$ cat config.mk
export PLATFORM = sky130hd
export DESIGN_NAME = ahb_slave_posted
export DESIGN_NICKNAME = d
export VERILOG_FILES = /design/src/rtl/ahb_slave_posted.sv
export SDC_FILE = /design/constraint.sdc
export NUM_CORES = 1
export LEC_CHECK = 0
export ABC_CLOCK_PERIOD_IN_PS = 17800
export CAP_MARGIN = 20
export CORE_MARGIN = 5
export CORE_UTILIZATION = 40
export CTS_CLUSTER_DIAMETER = 120
export CTS_CLUSTER_SIZE = 8
export DETAILED_ROUTE_END_ITERATION = 8
export DONT_BUFFER_PORTS = 1
export PLACE_DENSITY = 0.55
export SETUP_SLACK_MARGIN = 0.05
export SYNTH_ARGS = -nofsm -noshare
export SYNTH_HDL_FRONTEND = slang
export SYNTH_SLANG_ARGS = --single-unit
$ cat constraint.sdc
create_clock -name i_clk_ahb -period 17.8 [get_ports i_clk_ahb]
set_clock_uncertainty 0.2 [all_clocks]
set_input_delay 1.78 -clock i_clk_ahb [delete_from_list [all_inputs] [get_ports i_clk_ahb]]
set_output_delay 1.78 -clock i_clk_ahb [all_outputs]
set_load 0.02 [all_outputs]
$ cat src/rtl/ahb_slave_posted.sv
// AHB-Lite slave bridge to the native valid/ready request port. Writes are
// posted through a small FIFO; reads wait for the FIFO to drain before issuing.
module ahb_slave_posted #(
  parameter int                    DATA_WIDTH  = 32,
  parameter int                    ADDR_WIDTH  = 32,
  parameter int                    WFIFO_DEPTH = 4,
  parameter logic [ADDR_WIDTH-1:0] BASE_ADDR   = '0,
  parameter longint unsigned       WINDOW_SIZE = 'h1000
) (
  input  logic                            i_clk_ahb,
  input  logic                            i_rst_ahb,
  input  logic                            i_hselx,
  input  logic                            i_hready,
  input  logic [1:0]                      i_htrans,
  input  logic [2:0]                      i_hsize,
  input  logic                            i_hwrite,
  input  logic [ADDR_WIDTH-1:0]           i_haddr,
  input  logic [DATA_WIDTH-1:0]           i_hwdata,
  output logic                            o_hreadyout,
  output logic                            o_hresp,
  output logic [DATA_WIDTH-1:0]           o_hrdata,
  output logic                            o_valid,
  output logic                            o_rd0_wr1,
  output logic [ADDR_WIDTH-1:0]           o_addr,
  output logic [DATA_WIDTH-1:0]           o_wr_data,
  output logic [DATA_WIDTH/8-1:0]         o_wr_strb,
  input  logic                            i_ready,
  input  logic                            i_rd_valid,
  input  logic [DATA_WIDTH-1:0]           i_rd_data,
  output logic [$clog2(WFIFO_DEPTH):0]    o_wfifo_level,
  output logic [2:0]                      o_dbg_state
);
  localparam int NB = DATA_WIDTH / 8;
  localparam int LG = $clog2(NB);
  localparam int PW = $clog2(WFIFO_DEPTH);
  localparam logic [ADDR_WIDTH:0] WIN_LO = {1'b0, BASE_ADDR};
  localparam logic [ADDR_WIDTH:0] WIN_SZ = (ADDR_WIDTH+1)'(WINDOW_SIZE);

  localparam logic [2:0] S_IDLE     = 3'd0;
  localparam logic [2:0] S_WDATA    = 3'd1;
  localparam logic [2:0] S_RD_DRAIN = 3'd2;
  localparam logic [2:0] S_RD_REQ   = 3'd3;
  localparam logic [2:0] S_RD_WAIT  = 3'd4;
  localparam logic [2:0] S_RD_DONE  = 3'd5;
  localparam logic [2:0] S_ERR1     = 3'd6;
  localparam logic [2:0] S_ERR2     = 3'd7;

  logic [2:0]            state, state_n;
  logic                  accept, eval_new, xfer_err, addr_err, size_err, align_err;
  logic [2:0]            align_mask;
  logic [ADDR_WIDTH:0]   win_off;
  logic [NB-1:0]         strb_calc;
  logic [ADDR_WIDTH-1:0] lat_addr;
  logic [NB-1:0]         lat_strb;

  logic [ADDR_WIDTH-1:0] fifo_addr [WFIFO_DEPTH];
  logic [DATA_WIDTH-1:0] fifo_data [WFIFO_DEPTH];
  logic [NB-1:0]         fifo_strb [WFIFO_DEPTH];
  logic [PW:0]           wptr, rptr, wptr_n, rptr_n;
  logic                  empty, full, push, pop, empty_n;

  // Transfer decode and error classification for the current address phase.
  assign accept   = i_hselx && i_hready && (i_htrans == 2'b10 || i_htrans == 2'b11);
  assign win_off  = {1'b0, i_haddr} - WIN_LO;
  assign addr_err = (win_off >= WIN_SZ);
  assign size_err = (i_hsize > 3'(LG));

  always_comb begin
    case (i_hsize)
      3'd0:    align_mask = 3'b000;
      3'd1:    align_mask = 3'b001;
      3'd2:    align_mask = 3'b011;
      default: align_mask = 3'b111;
    endcase
  end

  assign align_err = |(align_mask & i_haddr[2:0]);
  assign xfer_err  = addr_err || size_err || align_err;

  always_comb begin
    int off;
    strb_calc = '0;
    off = int'(i_haddr[LG-1:0]);
    for (int b = 0; b < NB; b++)
      if (b >= off && b < off + (1 << i_hsize)) strb_calc[b] = 1'b1;
  end

  // FIFO pointers carry an extra MSB so full and empty are distinguishable.
  assign empty   = (wptr == rptr);
  assign full    = (wptr[PW] != rptr[PW]) && (wptr[PW-1:0] == rptr[PW-1:0]);
  assign pop     = !empty && i_ready;
  assign push    = (state == S_WDATA) && (!full || pop);
  assign wptr_n  = wptr + {{PW{1'b0}}, push};
  assign rptr_n  = rptr + {{PW{1'b0}}, pop};
  assign empty_n = (wptr_n == rptr_n);

  always_comb begin
    state_n  = state;
    eval_new = 1'b0;
    case (state)
      S_IDLE, S_RD_DONE, S_ERR2: eval_new = 1'b1;
      S_WDATA:    if (push) eval_new = 1'b1;
      S_RD_DRAIN: if (empty_n) state_n = S_RD_REQ;
      S_RD_REQ:   if (i_ready) state_n = S_RD_WAIT;
      S_RD_WAIT:  if (i_rd_valid) state_n = S_RD_DONE;
      S_ERR1:     state_n = S_ERR2;
      default:    state_n = S_IDLE;
    endcase
    if (eval_new) begin
      state_n = S_IDLE;
      if (accept) begin
        if (xfer_err)      state_n = S_ERR1;
        else if (i_hwrite) state_n = S_WDATA;
        else               state_n = empty_n ? S_RD_REQ : S_RD_DRAIN;
      end
    end
  end

  always_ff @(posedge i_clk_ahb or posedge i_rst_ahb) begin
    if (i_rst_ahb) begin
      state    <= S_IDLE;
      wptr     <= '0;
      rptr     <= '0;
      lat_addr <= '0;
      lat_strb <= '0;
      o_hrdata <= '0;
    end else begin
      state <= state_n;
      wptr  <= wptr_n;
      rptr  <= rptr_n;
      if (eval_new && accept && !xfer_err) begin
        lat_addr <= i_haddr;
        lat_strb <= strb_calc;
      end
      if (state == S_RD_WAIT && i_rd_valid) o_hrdata <= i_rd_data;
    end
  end

  always_ff @(posedge i_clk_ahb) begin
    if (push) begin
      fifo_addr[wptr[PW-1:0]] <= lat_addr;
      fifo_data[wptr[PW-1:0]] <= i_hwdata;
      fifo_strb[wptr[PW-1:0]] <= lat_strb;
    end
  end

  always_comb begin
    o_hreadyout = 1'b1;
    case (state)
      S_WDATA:                                  o_hreadyout = !full || pop;
      S_RD_DRAIN, S_RD_REQ, S_RD_WAIT, S_ERR1:  o_hreadyout = 1'b0;
      default:                                  o_hreadyout = 1'b1;
    endcase
  end

  assign o_hresp       = (state == S_ERR1) || (state == S_ERR2);
  assign o_wfifo_level = wptr - rptr;
  assign o_dbg_state   = state;

  // Native port: a request transfers on a cycle where o_valid && i_ready; while
  // o_valid is high and i_ready low every request field is held stable.
  always_comb begin
    o_valid   = 1'b0;
    o_rd0_wr1 = 1'b0;
    o_addr    = '0;
    o_wr_data = '0;
    o_wr_strb = '0;
    if (!empty) begin
      o_valid   = 1'b1;
      o_rd0_wr1 = 1'b1;
      o_addr    = fifo_addr[rptr[PW-1:0]];
      o_wr_data = fifo_data[rptr[PW-1:0]];
      o_wr_strb = fifo_strb[rptr[PW-1:0]];
    end else if (state == S_RD_REQ) begin
      o_valid = 1'b1;
      o_addr  = lat_addr;
    end
  end
endmodule
==> impl_metrics.json, run 1 <==
{
  "synthFlopType": "edfxtp_1",
  "cpPeakStageDelay_ns": 0.87,
  "end_kind": "primary output",
  "crit_path_cell_trace": "ha_1 -> nand3_4 -> buf_4 -> o21ai_0",
  "antenna_found_initial": 0,
  "cp_max_fo": 59,
  "grt_start_max_net_pins": 64,
  "drive_gt1_share_pct": 24.7,
  "ys_top_cells_by_area": "edfxtp_1 (59%), dfrtp_1 (14%), mux4_2 (11%)",
  "h-tree-depth": 2,
  "num_io_pins": 218,
  "worst_slew_pin_slew_ns": 1.01,
  "cts_sinks": 349,
  "rsz0062_at_grt": "no",
  "finalSetupViolCount": 0,
  "slowest_stage": "o21ai_0",
  "die_w_um": 195,
  "grt_pass1_vias": 7393,
  "viasPerCell": 5.26,
  "met2_wirelength_mm": 13.9,
  "arrival_ns": 3.62,
  "gr-total-overflow": 0,
  "top_layer": "met4",
  "num-nets-final": 887,
  "placed_cells": 1171,
  "path_buf_inv": 1,
  "yosysTopAreaCellShare_pct": 59.4,
  "drc": 0,
  "finalHoldViolations": 0,
  "reg2reg_from": "rptr[0]",
  "portBuffers": 0,
  "syn_area_per_cell_um2": 18.5,
  "synth_warnings": 0,
  "initial_core_util_pct": 40.2,
  "wl_met1_mm": 11.8,
  "wl_per_cell_um": 22.9,
  "path_clk_slew_ns": 0.05,
  "row_count": 68,
  "cts_buffers": 49,
  "synthArstFlopShare_pct": 22.1,
  "cts-root-buf": "clkbuf_16",
  "slew_viol_final": 0,
  "netlist_area_um2": 13800,
  "dr.pass1.iters": 4,
  "antenna_left": 0,
  "fin_cells": 1262,
  "min-delay-path-class": "flip-flop to flip-flop",
  "die_y_um": 195,
  "maxCapViolCount": 0,
  "hold_buffers": 0,
  "synth_seq_cells": 349,
  "ys_types": 42,
  "yosysMostFrequentCell": "edfxtp_1",
  "first_iter_violations": 281,
  "die_area_um2": 38200,
  "tns_ns": 0,
  "wl_met3_mm": 2.67,
  "diodes": 0,
  "syn_nets": 862,
  "worstSetupPathType": "flip-flop to primary output",
  "cts_setup_buffers": 0,
  "startpoint_type": "flip-flop",
  "run_status": "completed",
  "power_density_nw_per_um2": 182,
  "finalWeightedCongestion": 0.727,
  "syn_to_final_growth_pct": 14.9,
  "ir_drop_mv": 0.0872,
  "cts_tree": "built",
  "synth_top_cell_by_area": "edfxtp_1",
  "startpoint": "rptr[0]",
  "grt_pass1_wl_mm": 45.0,
  "slew_headroom_pct": 32.0,
  "wl_mm": 28.9,
  "worstHoldStart": "lat_strb[3]",
  "core_um2": 34200,
  "vias": 6641,
  "dp_hpwl_mm": 17.2,
  "clockBufferDepth": 3,
  "syn_inst": 744,
  "ys_top_cells_by_count": "edfxtp_1 (272), dfrtp_1 (77), mux4_2 (68), nand2_1 (68), and2_1 (57)",
  "cts_resized": 0,
  "synth-edff-count": 272,
  "ys_seq_area_share_pct": 73.4,
  "fmax_ghz": 0.178,
  "layout_min_cycle_time_ns": 5.60,
  "period_share_pct": 31.5,
  "power_leakage_nw": 5.56,
  "crit_required_ns": 15.82,
  "clock_latency_ns": 0.53,
  "cp_top_family": "compound AO/OA/AOI/OAI gates",
  "grt_usage_pct": 15.2
}
cells in the final DEF, fill, tap and decap left out, drive strengths merged, types with 5 or more instances in the layout:
| cell | count |
|---|---|
| nor4 | 5 |
| mux2 | 48 |
| o21ai | 38 |
| clkbuf | 87 |
| nor2 | 12 |
| nand2 | 68 |
| and2 | 57 |
| edfxtp | 272 |
| ha | 8 |
| nor3 | 7 |
| buf | 11 |
| mux4 | 68 |
| inv | 8 |
| dfrtp | 77 |
routing by layer:
layer	vias to the layer above	global-route usage, %
met5	-	0
met3	41	5.50
met2	240	24.7
met1	3431	19.6
li1	2929	-
met4	0	3.72
cell type report:
class                           count  area (µm²)
Multi-Input combinational cell    349        3510
Clock inverter                      2        21.3
Timing Repair Buffer               11         175
Fill cell                        2944       18400
Inverter                            9        35.0
Sequential cell                   349       10100
Clock buffer                       87        1390
Tap cell                          455         569
metrics by stage:
stage               utilization, %  hold slack, ns  power, mW  instance area [µm²]  setup slack (ns)
finish                        46.2           0.314       2.87                15800             12.20
global route                  46.2           0.351       3.03                15800             11.91
CTS                           46.1           0.330       2.92                15800             12.07
detailed placement            41.9           0.315       2.07                14300             12.65
global placement              41.7           0.301       2.05                14300             12.23
floorplan                        -           0.270       1.84                13800             12.03
where the power goes:
group,internal [mW],switching (mW),leakage (nW)
registers,1.02,0.142,3.55
clock network,0.521,0.316,0.671
logic,0.305,0.569,1.34
state kept, by name (all words and copies together), names as in the netlist:
| register | flops |
|---|---|
| fifo_addr | 128 |
| fifo_data | 128 |
| fifo_strb | 16 |
| lat_addr | 32 |
| lat_strb | 4 |
| o_dbg_state | 3 |
| o_hrdata | 32 |
| rptr | 3 |
| wptr | 3 |
cell families (layout without fill, tap and decap cells):
| family | count (synthesis) | after routing | synth area share [%] |
|---|---|---|---|
| compound gates | 50 | 50 | 2.05 |
| xor+xnor | 7 | 7 | 0.500 |
| buf+inv | 46 | 109 | 1.47 |
| flops | 349 | 349 | 73.4 |
| mux | 116 | 116 | 15.3 |
| simple gates | 165 | 165 | 6.19 |
| fa+ha+maj | 11 | 11 | 1.09 |
path summary, 6_finish.rpt:
kind / endpoint / slack (ns) / cells after the start
min reg2reg: fifo_strb[2][3] / 0.31 / 0
max in group asynchronous: rptr[1] / 15.26 / 2
min: fifo_strb[2][3] / 0.31 / 0
max reg2reg: fifo_data[1][22] / 13.49 / 7
min in group asynchronous: lat_addr[3] / 0.87 / 1
max: o_addr[13] / 12.20 / 4
Power figures use the tool's default switching activity.
==> run 2, diff against run 1 <==
--- a/config.mk
+++ b/config.mk
@@ -5,7 +5,7 @@
 export SDC_FILE = /design/constraint.sdc
 export NUM_CORES = 1
 export LEC_CHECK = 0
-export ABC_CLOCK_PERIOD_IN_PS = 17800
+export ABC_CLOCK_PERIOD_IN_PS = 5400
 export CAP_MARGIN = 20
 export CORE_MARGIN = 5
 export CORE_UTILIZATION = 40
==> constraint.sdc (replaced) <==
create_clock -name i_clk_ahb -period 5.4 [get_ports i_clk_ahb]
set_clock_uncertainty 0.2 [all_clocks]
set_input_delay 0.54 -clock i_clk_ahb [delete_from_list [all_inputs] [get_ports i_clk_ahb]]
set_output_delay 0.54 -clock i_clk_ahb [all_outputs]
set_load 0.02 [all_outputs]
==> run 2 against run 1 <==
  * Sequential cell count unchanged
  * Count of clock-buffer cells in the layout down 2
  * Sequential power rose to 3.2 times the previous value
  * Largest cell class unchanged
  * Hold slack worse by 0.24 ns
==> impl_metrics.json, run 2 (synthesis gave the netlist of run 1 again) <==
{
  "run_status": "completed",
  "dr.pass1.iters": 4,
  "use_met2_pct": 25.4,
  "h-tree-depth": 2,
  "rsz0062_at_grt": "no",
  "grt_pass1_vias": 7646,
  "path_clk_slew_ns": 0.05,
  "crit_path_cell_trace": "ha_1 -> nand3_4 -> buf_4 -> o21ai_0",
  "portBuffers": 0,
  "postPlaceCellArea_um2": 14300,
  "cp_top_family": "compound AO/OA/AOI/OAI gates",
  "antenna_found_initial": 0,
  "num-nets-final": 967,
  "post-place-ws_ns": 1.48,
  "end_kind": "primary output",
  "dp_hpwl_mm": 17.0,
  "wl_per_cell_um": 21.8,
  "antenna_left": 0,
  "clockBufferDepth": 3,
  "period_share_pct": 79.9,
  "whs_path_depth": 2,
  "placed_cells": 1173,
  "fmax_ghz": 0.232,
  "intPower_mw": 6.09,
  "initial_core_util_pct": 40.2,
  "clock_power_share_pct": 28.9,
  "p_sw_mw": 3.43,
  "swShare_pct": 36.0,
  "clock_latency_ns": 0.53,
  "vias": 6909,
  "die_area_um2": 38200,
  "final_cell_mix": "edfxtp_1 (272), dlygate4sd3_1 (78), dfrtp_1 (75)",
  "num_io_pins": 218,
  "finalSetupViolCount": 0,
  "fin_area_um2": 16600,
  "maxCapViolCount": 0,
  "grt_start_max_net_pins": 71,
  "slowest_stage": "o21ai_0",
  "cp_max_fo": 61,
  "met1_usage_pct": 20.0,
  "gr-total-overflow": 0,
  "seqPwrFrac_pct": 39.6,
  "finalHoldViolations": 0,
  "p_comb_share_pct": 31.6,
  "use_met3_pct": 4.78,
  "row_count": 68,
  "crit_cells": 4,
  "grt_pass1_wl_mm": 45.6,
  "finalPower_mw": 9.52,
  "layout_min_cycle_time_ns": 4.32,
  "finalWeightedCongestion": 0.733,
  "cts_resized": 0,
  "diodes": 0,
  "slew_viol_final": 0,
  "crit_required_ns": 4.66,
  "finalWorstSetupSlack_ns": 1.08,
  "grt_usage_pct": 15.3,
  "ir_drop_mv": 0.301,
  "core_um2": 34200,
  "startpoint_type": "flip-flop",
  "layout_commonest_cell": "edfxtp_1",
  "die_y_um": 195,
  "drive_gt1_share_pct": 22.8,
  "cts_tree": "built",
  "cts_sinks": 349,
  "power_density_nw_per_um2": 574,
  "drc": 0,
  "r2r_cells": 7,
  "slew_headroom_pct": 28.2,
  "cpPeakStageDelay_ns": 0.80,
  "first_iter_violations": 321,
  "wl_mm": 29.3,
  "fin_cells": 1342,
  "min-delay-path-class": "input pin to flip-flop",
  "worst_slew_pin_slew_ns": 1.08,
  "grt-busiest-layer": "met2",
  "worstSetupPathType": "flip-flop to primary output",
  "cts_buffers": 49,
  "arrival_ns": 3.58,
  "cts-root-buf": "clkbuf_16",
  "viasPerCell": 5.15,
  "syn_to_final_growth_pct": 20.5,
  "power_leakage_nw": 5.89,
  "r2r_slack_ns": 1.42,
  "tns_ns": 0,
  "die_w_um": 195,
  "path_buf_inv": 1
}
-- run 2: metal layers --
metal,wire [µm],up-vias
met5,0,-
met3,2390,35
met4,406,0
met1,12200,3525
li1,-,3098
met2,14300,251
-- run 2: area by class of cell --
| cell class | instances | area, µm² |
|---|---|---|
| multi-input combinational | 349 | 3510 |
| tap | 455 | 569 |
| clock inverter | 4 | 46.3 |
| fill | 2862 | 17600 |
| inverter | 9 | 35.0 |
| timing repair buffer | 91 | 958 |
| sequential | 349 | 10100 |
| clock buffer | 85 | 1360 |
-- run 2: per-stage QoR --
step                      hold WS, ns  utilization, %
after global routing           0.0439            48.5
after global placement          0.300            41.8
after CTS                      0.0454            48.3
after floorplan                 0.270               -
after detailed placement        0.313            41.9
final                          0.0745            48.5
-- run 2: repair_timing --
item	in CTS	in global routing
endpoints found under the hold margin	220	0
buffers inserted	0	0
hold buffers	78	0
-- run 2: final timing paths --
check / to / start
min in group asynchronous: lat_addr[6] / i_rst_ahb
min: lat_strb[3] / i_hsize[2]
min reg2reg: fifo_strb[3][1] / lat_strb[1]
max reg2reg: lat_strb[0] / rptr[0]
max: o_addr[30] / rptr[0]
max in group asynchronous: rptr[0] / i_rst_ahb
-- run 2: power by group through the flow --
stage | Clock [mW] | Sequential (mW) | Combinational [mW]
after floorplan | 0 | 3.70 | 2.38
after global placement | 0 | 3.81 | 2.95
after detailed placement | 0 | 3.82 | 3.01
after CTS | 2.84 | 3.78 | 3.07
after global routing | 2.98 | 3.82 | 3.25
final | 2.75 | 3.76 | 3.00
==> run 3, diff against run 2 <==
--- a/config.mk
+++ b/config.mk
@@ -5,7 +5,7 @@
 export SDC_FILE = /design/constraint.sdc
 export NUM_CORES = 1
 export LEC_CHECK = 0
-export ABC_CLOCK_PERIOD_IN_PS = 5400
+export ABC_CLOCK_PERIOD_IN_PS = 4000
 export CAP_MARGIN = 20
 export CORE_MARGIN = 5
 export CORE_UTILIZATION = 40
==> constraint.sdc (replaced) <==
create_clock -name i_clk_ahb -period 4 [get_ports i_clk_ahb]
set_clock_uncertainty 0.2 [all_clocks]
set_input_delay 0.4 -clock i_clk_ahb [delete_from_list [all_inputs] [get_ports i_clk_ahb]]
set_output_delay 0.4 -clock i_clk_ahb [all_outputs]
set_load 0.02 [all_outputs]
==> run 3 against run 2 <==
  * First-iteration DRC count is 1.2% lower
  * Cell count is 2.4% higher
  * Critical path depth is 2 higher
  * Combinational power is 49% higher
  * Count of clock-buffer cells in the layout is 2 higher
  * Sequential power is 33% higher
  * Hold slack worse by 0.016 ns
  * Largest power group unchanged
==> impl_metrics.json, run 3 (synthesis gave the netlist of run 1 again) <==
{
  "clockBufferDepth": 3,
  "finalSetupViolCount": 0,
  "cts_sinks": 349,
  "slew_headroom_pct": 32.5,
  "power_leakage_nw": 6.04,
  "gr-total-overflow": 0,
  "crit_required_ns": 3.40,
  "h-tree-depth": 2,
  "layout_commonest_cell": "edfxtp_1",
  "antenna_left": 0,
  "finalHoldViolations": 0,
  "row_count": 68,
  "dp_hpwl_mm": 17.7,
  "slew_viol_final": 0,
  "syn_to_final_growth_pct": 22.3,
  "grt-busiest-layer": "met2",
  "end_kind": "primary output",
  "die_area_um2": 38200,
  "grt_pass1_vias": 8058,
  "worstSetupPathType": "flip-flop to primary output",
  "wl_per_cell_um": 22.1,
  "cpPeakStageDelay_ns": 0.63,
  "grt_pass1_wl_mm": 47.6,
  "finalWorstSetupSlack_ns": 0.366,
  "post-place-ws_ns": 0.546,
  "layout_min_cycle_time_ns": 3.63,
  "final_cell_mix": "edfxtp_1 (272), dlygate4sd3_1 (83), dfrtp_1 (75)",
  "use_met2_pct": 26.1,
  "cp_common_cell": "buf_4",
  "fmax_ghz": 0.275,
  "num_io_pins": 218,
  "portBuffers": 0,
  "initial_core_util_pct": 40.2,
  "maxCapViolCount": 0,
  "use_met3_pct": 4.76,
  "grt_usage_pct": 15.8,
  "cts-root-buf": "clkbuf_16",
  "min-delay-path-class": "input pin to flip-flop",
  "startpoint_type": "flip-flop",
  "core_um2": 34200,
  "period_share_pct": 90.9,
  "arrival_ns": 3.03,
  "first_iter_violations": 317,
  "antenna_found_initial": 0,
  "dr.pass1.iters": 4,
  "worst_slew_pin_slew_ns": 1.00,
  "vias": 7131,
  "wl_mm": 30.3,
  "slowest_stage": "buf_4",
  "clock_latency_ns": 0.54,
  "die_w_um": 195,
  "met1_usage_pct": 20.6,
  "rsz0062_at_grt": "no",
  "diodes": 0,
  "n_fill_cell": 2864,
  "cp_top_family": "buffers and inverters",
  "power_density_nw_per_um2": 783,
  "drc": 0,
  "path_buf_inv": 3,
  "cp_max_fo": 39,
  "fin_util_pct": 49.2,
  "cts_tree": "built",
  "cts_buffers": 49,
  "viasPerCell": 5.19,
  "finalPower_mw": 13.2,
  "grt_start_max_net_pins": 103,
  "crit_path_cell_trace": "buf_6 -> buf_4 -> mux4_2 -> nand2_1 -> o21ai_0 -> buf_4",
  "path_clk_slew_ns": 0.05,
  "ir_drop_mv": 0.517,
  "finalWeightedCongestion": 0.754,
  "num-nets-final": 997,
  "drive_gt1_share_pct": 24.7,
  "die_y_um": 195,
  "run_status": "completed"
}
run 3: cell types whose count changed in the layout (fill, tap and decap cells not counted):
| cell | delta |
|---|---|
| clkbuf_1 | +2 |
| buf_16 | -2 |
| buf_12 | +3 |
| buf_6 | +1 |
| buf_4 | +23 |
| dlygate4sd3_1 | +5 |
run 3: power by group:
part	internal (mW)	leakage [nW]	switching, mW	total (mW)
logic	1.66	1.82	2.80	4.46
registers	4.52	3.55	0.479	5.00
clock network	2.29	0.671	1.43	3.72
total	8.47	6.04	4.71	13.2
run 3: worst register-to-register path, stage by stage (launching register included):
cell and delay [ns]:
dfrtp_1 0.38, inv_1 0.08, ha_1 0.36, nand2_1 0.14, nor3_1 0.08, nor3_1 0.54
ha_1 0.27, ha_1 0.25, xor2_1 0.21, nor3_1 0.07, a22oi_1 0.23, a31o_2 0.20
mux2_2 0.33
run 3: cell type report:
cell class                 instances  area [µm²]  share of cell area [%]
clock inverter                     4        46.3                   0.275
multi-input combinational        349        3510                    20.8
inverter                           9        35.0                   0.208
tap                              455         569                    3.38
clock buffer                      87        1370                    8.14
timing repair buffer             121        1200                    7.12
sequential                       349       10100                    60.0
run 3: per-stage QoR:
stage	TNS, ns	std cells	hold slack (ns)	instance area [µm²]
6_report	0	1374	0.0586	16800
5_1_grt	0	1374	0.0544	16800
4_1_cts	0	1372	0.0310	16800
3_5_place_dp	0	1198	0.299	14500
3_3_place_gp	0	1198	0.277	14500
2_1_floorplan	-80.46	744	0.270	13800
run 3: routing by layer:
layer	part of all wire, %	vias to the layer above	routed length (µm)
li1	-	3156	-
met1	42	3675	12600
met2	49	250	14900
met3	7.4	50	2240
met4	1.9	0	569
met5	0	-	0
run 3: final timing paths:
check                           cells after the start         endpoint         from  slack [ns]
worst min-delay path                                2      lat_strb[2]   i_haddr[0]        0.06
min in group asynchronous                           2   o_dbg_state[2]    i_rst_ahb        0.30
worst min register to register                      0  fifo_strb[0][1]  lat_strb[1]        0.32
worst max-delay path                                6       o_addr[27]      rptr[0]        0.37
worst max register to register                     12   o_dbg_state[0]      wptr[0]        0.52
max in group asynchronous                           3     lat_addr[28]    i_rst_ahb        2.32
run 3: repair_timing:
action	in CTS	in global routing
setup buffers	0	0
endpoints found under the setup margin	2	0
hold buffers	83	0
resized for setup	1	0
endpoints found under the hold margin	221	0
